**config.mk**
```make
export PLATFORM = sky130hd
export DESIGN_NAME = mac_array_sequencer
export DESIGN_NICKNAME = d
export VERILOG_FILES = /design/src/rtl/mac_array_sequencer_pkg.sv /design/src/rtl/mac_array_sequencer.sv
export SDC_FILE = /design/constraint.sdc
export NUM_CORES = 1
export LEC_CHECK = 0
export CAP_MARGIN = 20
export CORE_ASPECT_RATIO = 2
export CORE_MARGIN = 4
export CORE_UTILIZATION = 50
export CTS_BUF_LIST = sky130_fd_sc_hd__clkbuf_8
export CTS_CLUSTER_SIZE = 16
export DETAILED_ROUTE_END_ITERATION = 12
export PLACE_DENSITY = 0.78
export REMOVE_ABC_BUFFERS = 1
export SLEW_MARGIN = 10
export SYNTH_ARGS = -nofsm -noshare
export SYNTH_HDL_FRONTEND = slang
export SYNTH_SLANG_ARGS = --single-unit
```
**constraint.sdc**
```tcl
create_clock -name clk -period 3 [get_ports clk]
set_input_delay 0.45 -clock clk [delete_from_list [all_inputs] [get_ports clk]]
set_output_delay 0.45 -clock clk [all_outputs]
set_load 0.01 [all_outputs]
```
**src/rtl/mac_array_sequencer_pkg.sv**
```systemverilog
`default_nettype none
// ============================================================================
// Module   : mac_array_sequencer_pkg
// Brief    : Opcodes, kernel limits and sequencer state encoding shared by the
//            MAC-array sequencer and the instruction decoder.
// Revision : 1.0 - initial release
// ============================================================================
package mac_array_sequencer_pkg;

  // Instruction opcodes understood by the MAC-array sequencer
  localparam logic [31:0] OP_COMPUTE    = 32'd87;
  localparam logic [31:0] OP_LOADIFMAPS = 32'd88;

  // Largest supported kernel dimension (rows of weights per COMPUTE)
  localparam logic [4:0]  MAX_K         = 5'd5;

  // Sequencer states
  typedef enum logic [2:0] {
    S_IDLE    = 3'd0,
    S_WREAD   = 3'd1,
    S_WDRAIN  = 3'd2,
    S_WCOMMIT = 3'd3,
    S_COMPUTE = 3'd4,
    S_DONE    = 3'd5
  } seq_state_t;

  // A kernel dimension is usable when it lies in 1..MAX_K
  function automatic logic k_is_legal(input logic [4:0] k);
    return (k != 5'd0) && (k <= MAX_K);
  endfunction

endpackage : mac_array_sequencer_pkg
`default_nettype wire

```
**src/rtl/mac_array_sequencer.sv**
```systemverilog
`default_nettype none
// ============================================================================
// Module   : mac_array_sequencer
// Brief    : Sequences a MAC array: reads K weight rows from BRAM, preloads
//            and commits them, then streams ifmap beats from a FIFO.
// Revision : 1.0 - initial release
// ============================================================================
module mac_array_sequencer
  import mac_array_sequencer_pkg::*;
#(
  parameter int BRAM_ADDRESS_WIDTH = 12,
  parameter int IFMAP_CNT_WIDTH    = 16
) (
  input  logic                          clk,
  input  logic                          rst_n,
  input  logic [31:0]                   inst,
  input  logic                          inst_valid,
  output logic                          inst_ready,
  input  logic [4:0]                    kernel_size,
  input  logic [BRAM_ADDRESS_WIDTH-1:0] weight_base,
  input  logic [IFMAP_CNT_WIDTH-1:0]    ifmap_len,
  input  logic                          soft_clear,
  input  logic                          ifmaps_fifo_empty,
  output logic                          bram_en,
  output logic [BRAM_ADDRESS_WIDTH-1:0] bram_addr,
  output logic                          load_weight_preload,
  output logic                          load_MAC_weight,
  output logic                          load_ifmaps,
  output logic                          busy,
  output logic                          done,
  output logic                          error
);

  seq_state_t                    r_state;
  seq_state_t                    w_next;

  logic [4:0]                    r_k;
  logic [2:0]                    r_row;
  logic [IFMAP_CNT_WIDTH-1:0]    r_len;
  logic [IFMAP_CNT_WIDTH-1:0]    r_cnt;
  logic [BRAM_ADDRESS_WIDTH-1:0] r_bram_addr;
  logic                          r_preload;
  logic                          r_error;

  logic                          w_accept;
  logic                          w_start_weights;
  logic                          w_start_ifmaps;
  logic                          w_reject;
  logic                          w_last_row;
  logic                          w_beats_left;
  logic [IFMAP_CNT_WIDTH-1:0]    w_cnt_inc;
  logic                          w_load_ifmaps;

  // Soft clear wins over a same-cycle handshake, so it also blocks accept.
  assign w_accept        = inst_valid & (r_state == S_IDLE) & ~soft_clear;
  assign w_start_weights = w_accept & (inst == OP_COMPUTE) & k_is_legal(kernel_size);
  assign w_start_ifmaps  = w_accept & (inst == OP_LOADIFMAPS);
  assign w_reject        = w_accept & ~w_start_weights & ~w_start_ifmaps;
  assign w_last_row      = ({2'b00, r_row} == (r_k - 5'd1));
  assign w_beats_left    = (r_cnt != r_len);
  assign w_cnt_inc       = r_cnt + IFMAP_CNT_WIDTH'(1);

  // State register
  always_ff @(posedge clk or negedge rst_n) begin
    if (!rst_n) begin
      r_state <= S_IDLE;
    end else begin
      r_state <= w_next;
    end
  end

  // Next-state decode and the ifmap-load strobe
  always_comb begin
    w_next        = r_state;
    w_load_ifmaps = 1'b0;
    case (r_state)
      S_IDLE: begin
        if (w_start_weights) begin
          w_next = S_WREAD;
        end else if (w_start_ifmaps) begin
          // An empty ifmap stream needs no COMPUTE cycle at all.
          w_next = (ifmap_len == '0) ? S_DONE : S_COMPUTE;
        end
      end
      S_WREAD: begin
        if (w_last_row) begin
          w_next = S_WDRAIN;
        end
      end
      S_WDRAIN: begin
        w_next = S_WCOMMIT;
      end
      S_WCOMMIT: begin
        w_next = (r_len == '0) ? S_DONE : S_COMPUTE;
      end
      S_COMPUTE: begin
        // The guard on beats left keeps the strobe off once the count is met.
        w_load_ifmaps = w_beats_left & ~ifmaps_fifo_empty;
        if (!w_beats_left || (w_load_ifmaps && (w_cnt_inc == r_len))) begin
          w_next = S_DONE;
        end
      end
      S_DONE: begin
        w_next = S_IDLE;
      end
      default: begin
        w_next = S_IDLE;
      end
    endcase
    if (soft_clear) begin
      w_next = S_IDLE;
    end
  end

  // Instruction operand capture, row/beat counters, BRAM address, pulses
  always_ff @(posedge clk or negedge rst_n) begin
    if (!rst_n) begin
      r_k         <= '0;
      r_row       <= '0;
      r_len       <= '0;
      r_cnt       <= '0;
      r_bram_addr <= '0;
      r_preload   <= 1'b0;
      r_error     <= 1'b0;
    end else begin
      r_error <= w_reject;
      // Preload mirrors the BRAM enable one cycle late to match read latency.
      r_preload <= soft_clear ? 1'b0 : (r_state == S_WREAD);

      if (w_accept) begin
        r_k   <= kernel_size;
        r_len <= ifmap_len;
      end

      if (soft_clear || w_accept) begin
        r_row <= '0;
      end else if (r_state == S_WREAD) begin
        r_row <= r_row + 3'd1;
      end

      if (soft_clear || w_accept) begin
        r_cnt <= '0;
      end else if (w_load_ifmaps) begin
        r_cnt <= w_cnt_inc;
      end

      // Address wraps naturally at the BRAM size; it holds after the last row.
      if (w_start_weights) begin
        r_bram_addr <= weight_base;
      end else if ((r_state == S_WREAD) && !w_last_row) begin
        r_bram_addr <= r_bram_addr + BRAM_ADDRESS_WIDTH'(1);
      end
    end
  end

  assign inst_ready          = (r_state == S_IDLE);
  assign busy                = (r_state != S_IDLE);
  assign done                = (r_state == S_DONE);
  assign bram_en             = (r_state == S_WREAD);
  assign bram_addr           = r_bram_addr;
  assign load_weight_preload = r_preload;
  assign load_MAC_weight     = (r_state == S_WCOMMIT);
  assign load_ifmaps         = w_load_ifmaps;
  assign error               = r_error;

endmodule : mac_array_sequencer
`default_nettype wire
```
Word level (Yosys, flattened, before mapping)
Cells that the tools add are included.
- add/subtract/negate cells: 4
- magnitude comparators: 1
- equality and inequality tests: 13
- multiplexer cells: 16
- bitwise logic cells: 12
- reduce and logical (&&, ||, !) cells: 16
- operators with widths (operator ; count):
    32-bit by 7-bit equality test with 1-bit output, second input constant ; 2
    16-bit zero test ; 2
    16-bit 2-to-1 mux ; 2
    12-bit 2-to-1 mux ; 2
    3-bit 2-to-1 mux ; 7
    16-bit by 1-bit adder with 16-bit output, second input constant ; 1
    16-bit equality test ; 1
    16-bit != test ; 1
    3-bit case mux with 5 select lines ; 1
    12-bit by 1-bit adder with 12-bit output, second input constant ; 1
    1-bit bitwise AND ; 8
    3-bit by 2-bit equality test with 1-bit output, second input constant ; 2
    3-bit equality test, second input constant ; 2
    2-bit nonzero test ; 3
    3-bit by 5-bit equality test with 1-bit output ; 1
    5-bit by 3-bit <= comparator with 1-bit output, second input constant ; 1
    5-bit nonzero test ; 1
    5-bit by 1-bit subtractor with 5-bit output, second input constant ; 1
    1-bit 2-to-1 mux ; 4
    4-bit by 1-bit != test with 1-bit output, second input constant ; 1
    1-bit NOT ; 4
    3-bit by 1-bit adder with 3-bit output, second input constant ; 1
    3-bit by 1-bit equality test with 1-bit output, second input constant ; 1
    1-bit logical AND ; 3
    7 further kinds ; 9
- register bits: 57
- output and inout bits: 20

Longest topological paths before layout
- depth in word-level cells: 8
- depth in mapped cells: 13

Worst setup path after synthesis
OpenSTA, ideal clock, no wires.
- kind: register -> register
- start point: reg r_cnt[6]
- end point: reg r_state[0]
- data arrival time: 2.163 ns
- required time: 2.908 ns
- slack: 0.745 ns
- stages on the path, launching flop included: 9
- clock period less this slack: 2.255 ns
- cells stage by stage: dfrtp_1 > buf_6 > nand4_1 > nor3_2 > xor2_1 > or4_4 > a2111oi_2 > a31oi_1 > o31ai_2
- cells in the longest elaborated chain, start to end: 6
- elaborated cells between the ends (all ways): 9
- those cells by class: 1 x add/sub; 3 x eq/ne; 1 x bitwise; 4 x reduce/logical
- ends and longest elaborated chain (what ; RTL line ; RTL):
    from (decl) ; mac_array_sequencer.sv:40 ; logic [IFMAP_CNT_WIDTH-1:0] r_cnt;
    from (signal assigned) ; mac_array_sequencer.sv:144 ; r_cnt <= w_cnt_inc;
    16-bit by 1-bit adder with 16-bit output or 16-bit != test (tied branches) ; mac_array_sequencer.sv:61, mac_array_sequencer.sv:60 ;
    16-bit equality test or 1-bit bitwise AND (tied branches) ; mac_array_sequencer.sv:99, mac_array_sequencer.sv:98 ;
    1-bit logical AND ; mac_array_sequencer.sv:99 ; if (!w_beats_left || (w_load_ifmaps && (w_cnt_inc == r_len))) begin
    1-bit logical OR * ; mac_array_sequencer.sv:99 ;
    3-bit != test (no source line) * ; n/a ;
    3-bit AND reduction (no source line) * ; n/a ;
    to (signal assigned) ; mac_array_sequencer.sv:68 ; r_state <= w_next;
    to (decl) ; mac_array_sequencer.sv:34 ; seq_state_t r_state;
Mark *: on every way between the ends. The rest lies on a longest branch, timed or not.
A chain may end at the register's enable or synchronous reset.

Final worst setup path
- start point: reg r_cnt[6]
- end point: out load_ifmaps
- cells in the longest elaborated chain, start to end: 3
- ends and longest elaborated chain (what ; RTL line ; RTL):
    16-bit != test ; mac_array_sequencer.sv:60 ; assign w_beats_left = (r_cnt != r_len);
    1-bit bitwise AND ; mac_array_sequencer.sv:98 ; w_load_ifmaps = w_beats_left & ~ifmaps_fifo_empty;
    1-bit 2-to-1 mux ; mac_array_sequencer.sv:76 ; case (r_state)
    to (decl) ; mac_array_sequencer.sv:28 ; output logic load_ifmaps,
No other way between the ends.

==> summary by stage <==
Logic synthesis
The number of different library cells used by synthesis comes to 61. By area the synthesized netlist is led by sky130_fd_sc_hd__dfrtp_1 40%, sky130_fd_sc_hd__xor2_1 8.3%, sky130_fd_sc_hd__mux2_2 6.6%. The flop and latch count out of synthesis is 57.

The post-synthesis cell count is 366. In the synthesized netlist the async set-or-reset flop fraction comes to 100%. The dominant synthesized flop cell is sky130_fd_sc_hd__dfrtp_1. Each instance of the synthesized netlist takes up on average 9.77 um^2. Of all cell types, the one taking the most synthesized area is sky130_fd_sc_hd__dfrtp_1. The synthesized design devotes to its leading area cell type 39.9% of total area. The synthesized netlist occupies a cell area of 3580 um^2. The number of flops mapped to enable cells by yosys is 0. Summing the sequential cell areas from Yosys gives 39.9% of the chip area. For this run, the number of Yosys warnings is 0.

Power and ir drop
The power density over the cells is 382 nW/um^2. Combinational logic is responsible for 16.6% of the overall power. The part of the total power dissipated in sequential elements is 47.8%.

The analysis attributes to net switching a power of 466 uW. The internal power is 1.35 mW. The analysis attributes to cell leakage a power of 1.90 nW. In this run, the clock network consumes 35.6% of the power. Net switching is 25.7% of the power.

The maximum ir drop on the vdd rail is 0.378 mV.

Die
The full die area is 8650 um^2. The floorplan step set the die width to 67.8 um. After floorplanning, the core was sized to cover 6940 um^2. From bottom edge to top edge, the die measures 128 um. The boundary pin count is 90. The floorplan has 43 rows. For this configuration, the core starts out at a cell density of 51.5%.

Final layout
Compared with the post-synthesis result, the final layout area differs by 32.4%. Leaving out fill and tap cells, the most frequent cell in the layout is sky130_fd_sc_hd__clkdlybuf4s50_1. The final cell count without fillers is 551. The fraction of final layout cells sized beyond drive strength 1 is 15.6%. Fill cells in the final layout number 551. The final layout contains 531 nets. The number of antenna diodes is 0. The top cell types in the final layout, fill and taps aside, are 88 x sky130_fd_sc_hd__clkdlybuf4s50_1, 57 x sky130_fd_sc_hd__dfrtp_1, 34 x sky130_fd_sc_hd__xor2_1.

Route
The met3 routed wirelength is 666 um. The met2 layer wire length in the routed design is 5.25 mm. The violation count after the first detailed-routing iteration is 192. The average vias per placed instance is 5.76. The detailed-route via count is 3,176. After detailed routing, the average wire length per cell comes to 17.5 um.

For this run, the detailed router's first-pass iteration total came to 5. The detail route stage leaves a number of antenna-violating nets equal to 0. After detailed routing, the wire length on met1 is 3.17 mm.

For this block, the routed nets add up to 9.64 mm of wire. The count of unresolved DRC violations after routing is 0. Signal routing reaches up to met4.

Worst setup path
The category of the worst setup path launch point is a flip-flop. Walking the worst path, the cells encountered are xor2_2 -> or4_1 -> nor4_4 -> a211oi_2 -> clkdlybuf4s50_1. In this design, the stage delay of the slowest critical-path cell is 590 ps. In this run the worst path has a maximum fanout of 8. The setup path with the least slack is of type flip-flop to output pin. The most critical setup path has its startpoint at r_cnt[6]$_DFFE_PN0P_.

For the worst setup path, the data required time is 2550 ps. The data arrival time of the worst path is 2450 ps. Grouping stages by cell kind, the critical path spends the most delay in simple AND/OR/NAND/NOR gates.

The count of buffering cells on the critical path with inverters included is 1. The worst-path cell with the longest stage delay is sky130_fd_sc_hd__or4_1. The worst setup path is captured at an output pin.

The worst register-to-register path begins at r_cnt[6]$_DFFE_PN0P_.

Place
The wire-length estimate of the detail-placed layout is 7.51 mm. The last weighted congestion value of the routability-driven placer is 0.963. During placement, the flow inserted port buffers numbering 89. The instance count after placement with tap cells included is 536.

STA
Across all hold checks on the routed design, the worst slack comes to 229 ps. The worst path in the final design needs a cycle of 2900 ps, including I/O delays and setup. Across the routed clock network, the largest skew measured is 8.52 ps. The final setup violation count is 0. The number of endpoints with negative hold slack in the final report came to 0. The worst max-slew margin expressed relative to the limit is 46.6%. The final count of pins violating max slew is 0. In the finished design, the share of the clock period the worst path needs comes to 96.8%.

Timing would allow up to 344 MHz. The slew at the pin closest to its max-slew limit is 800 ps.

Clock tree
In this run the number of H-tree levels came out at 3. The number of CTS-inserted buffers is 9. TritonCTS built the clock tree. Counting every sink on the clock net gives 57.

The post-CTS setup repair buffer count is 0. The number of buffers on the longest clock path is 2. After clock tree synthesis, the clock-pin slew on the worst setup and hold paths is 60 ps. The clock latency reported for the late side of the worst-skew pair is 340 ps. The clock root buffer master is sky130_fd_sc_hd__clkbuf_8.

Global routing
The number of antenna violations at the first check in global routing is 0. The total routing usage reported by global routing is 23.5%. The number of global-route vias before repair is 3,273.

After global routing the overflow that remains totals 0. The maximum number of pins on one net before global-route repair is 58. The global-route wire length before repair is 14.9 mm.

Min path
The type of the most critical hold path is primary input to asynchronous set/reset pin.

Flow run
The tool flagged a number of max-cap violations equal to 0.

Status
The flow ran to the end, and the final reports show no timing, DRC or antenna violations.
-- through the flow --
stage / power (mW) / TNS, ps / area, um^2 / setup slack [ps] / util, %
finish: 1.81 / 0 / 4740 / 95.3 / 68.2
global route: 1.89 / -17.6 / 4740 / -17.6 / 68.2
CTS: 1.83 / 0 / 4730 / 65.1 / 68.1
detailed placement: 1.17 / 0 / 4550 / 401 / 65.5
global placement: 1.16 / 0 / 4550 / 451 / 65.5
floorplan: 1.01 / 0 / 3490 / 354 / -
-- final cells by class --
type | instances | area, um^2 | area share [%]
clock buffer | 12 | 165 | 3.49
clock inverter | 3 | 15.0 | 0.317
inverter | 13 | 48.8 | 1.03
multi-input combinational | 279 | 2020 | 42.7
sequential | 57 | 1430 | 30.1
tap | 90 | 113 | 2.38
timing repair buffer | 97 | 946 | 20.0
-- metal layers --
layer,GRT usage (%),up-vias
li1,-,1495
met1,20.9,1499
met2,43.7,141
met3,4.49,41
met4,17.0,0
met5,0,-
-- worst paths after layout --
path	endpoint	slack, ps	cells past startpoint
min in group clk	r_k[4]$_DFFE_PN0P_	540	1
max in group asynchronous	r_k[3]$_DFFE_PN0P_	2270	2
worst min register to register	r_k[4]$_DFFE_PN0P_	540	1
worst min-delay path	r_k[1]$_DFFE_PN0P_	230	2
worst max register to register	r_state[0]$_DFFE_PN0P_	370	7
worst max-delay path	load_ifmaps	100	5
-- registers in the layout, summed over array words and instances (netlist names) --
register             cells
error                    1
r_row                    3
r_state                  3
r_len                   16
bram_addr               12
r_k                      5
load_weight_preload      1
r_cnt                   16
-- cell families (layout without fill, tap and decap cells) --
| group | count (synthesis) | in the layout | share of synthesized area [%] |
|---|---|---|---|
| and+or+nand+nor | 150 | 150 | 24.1 |
| muxes | 25 | 25 | 7.73 |
| buffers and inverters | 30 | 125 | 3.85 |
| DFF | 57 | 57 | 39.9 |
| adders and majority gates | 4 | 4 | 1.40 |
| AOI/OAI and AO/OA | 41 | 41 | 8.39 |
| xor gates and xnor gates | 59 | 59 | 14.7 |
-- power groups by stage --
| stage | clock [mW] | sequential [mW] | combinational (mW) |
|---|---|---|---|
| after detailed placement | 0 | 0.877 | 0.297 |
| after global placement | 0 | 0.874 | 0.291 |
| after CTS | 0.666 | 0.863 | 0.299 |
| after global routing | 0.693 | 0.869 | 0.327 |
| after floorplan | 0 | 0.861 | 0.148 |
| final | 0.645 | 0.866 | 0.300 |
-- what timing repair did --
item | CTS | global route
hold buffers | 0 | 0
setup endpoints to repair | 0 | 1
endpoints found under the hold margin | 0 | 0
resized for setup | 0 | 1
-- Yosys cell counts, drive strengths merged, types with 2 or more instances --
| master | count |
|---|---|
| and2 | 2 |
| nand3 | 17 |
| or3 | 2 |
| inv | 13 |
| ha | 4 |
| buf | 11 |
| mux2 | 21 |
| nor2 | 31 |
| dfrtp | 57 |
| nor4 | 21 |
| a31oi | 3 |
| xnor2 | 24 |
| and3 | 4 |
| xor2 | 35 |
| clkbuf | 6 |
| a31o | 2 |
| a211oi | 4 |
| nor4b | 5 |
| nor3 | 11 |
| or4 | 4 |
| mux2i | 4 |
| and4 | 3 |
| nand2 | 31 |
| nor3b | 4 |
| o21ai | 15 |
| nand4 | 10 |
| a21oi | 3 |
Note: power is estimated with default switching activity, not from simulation.
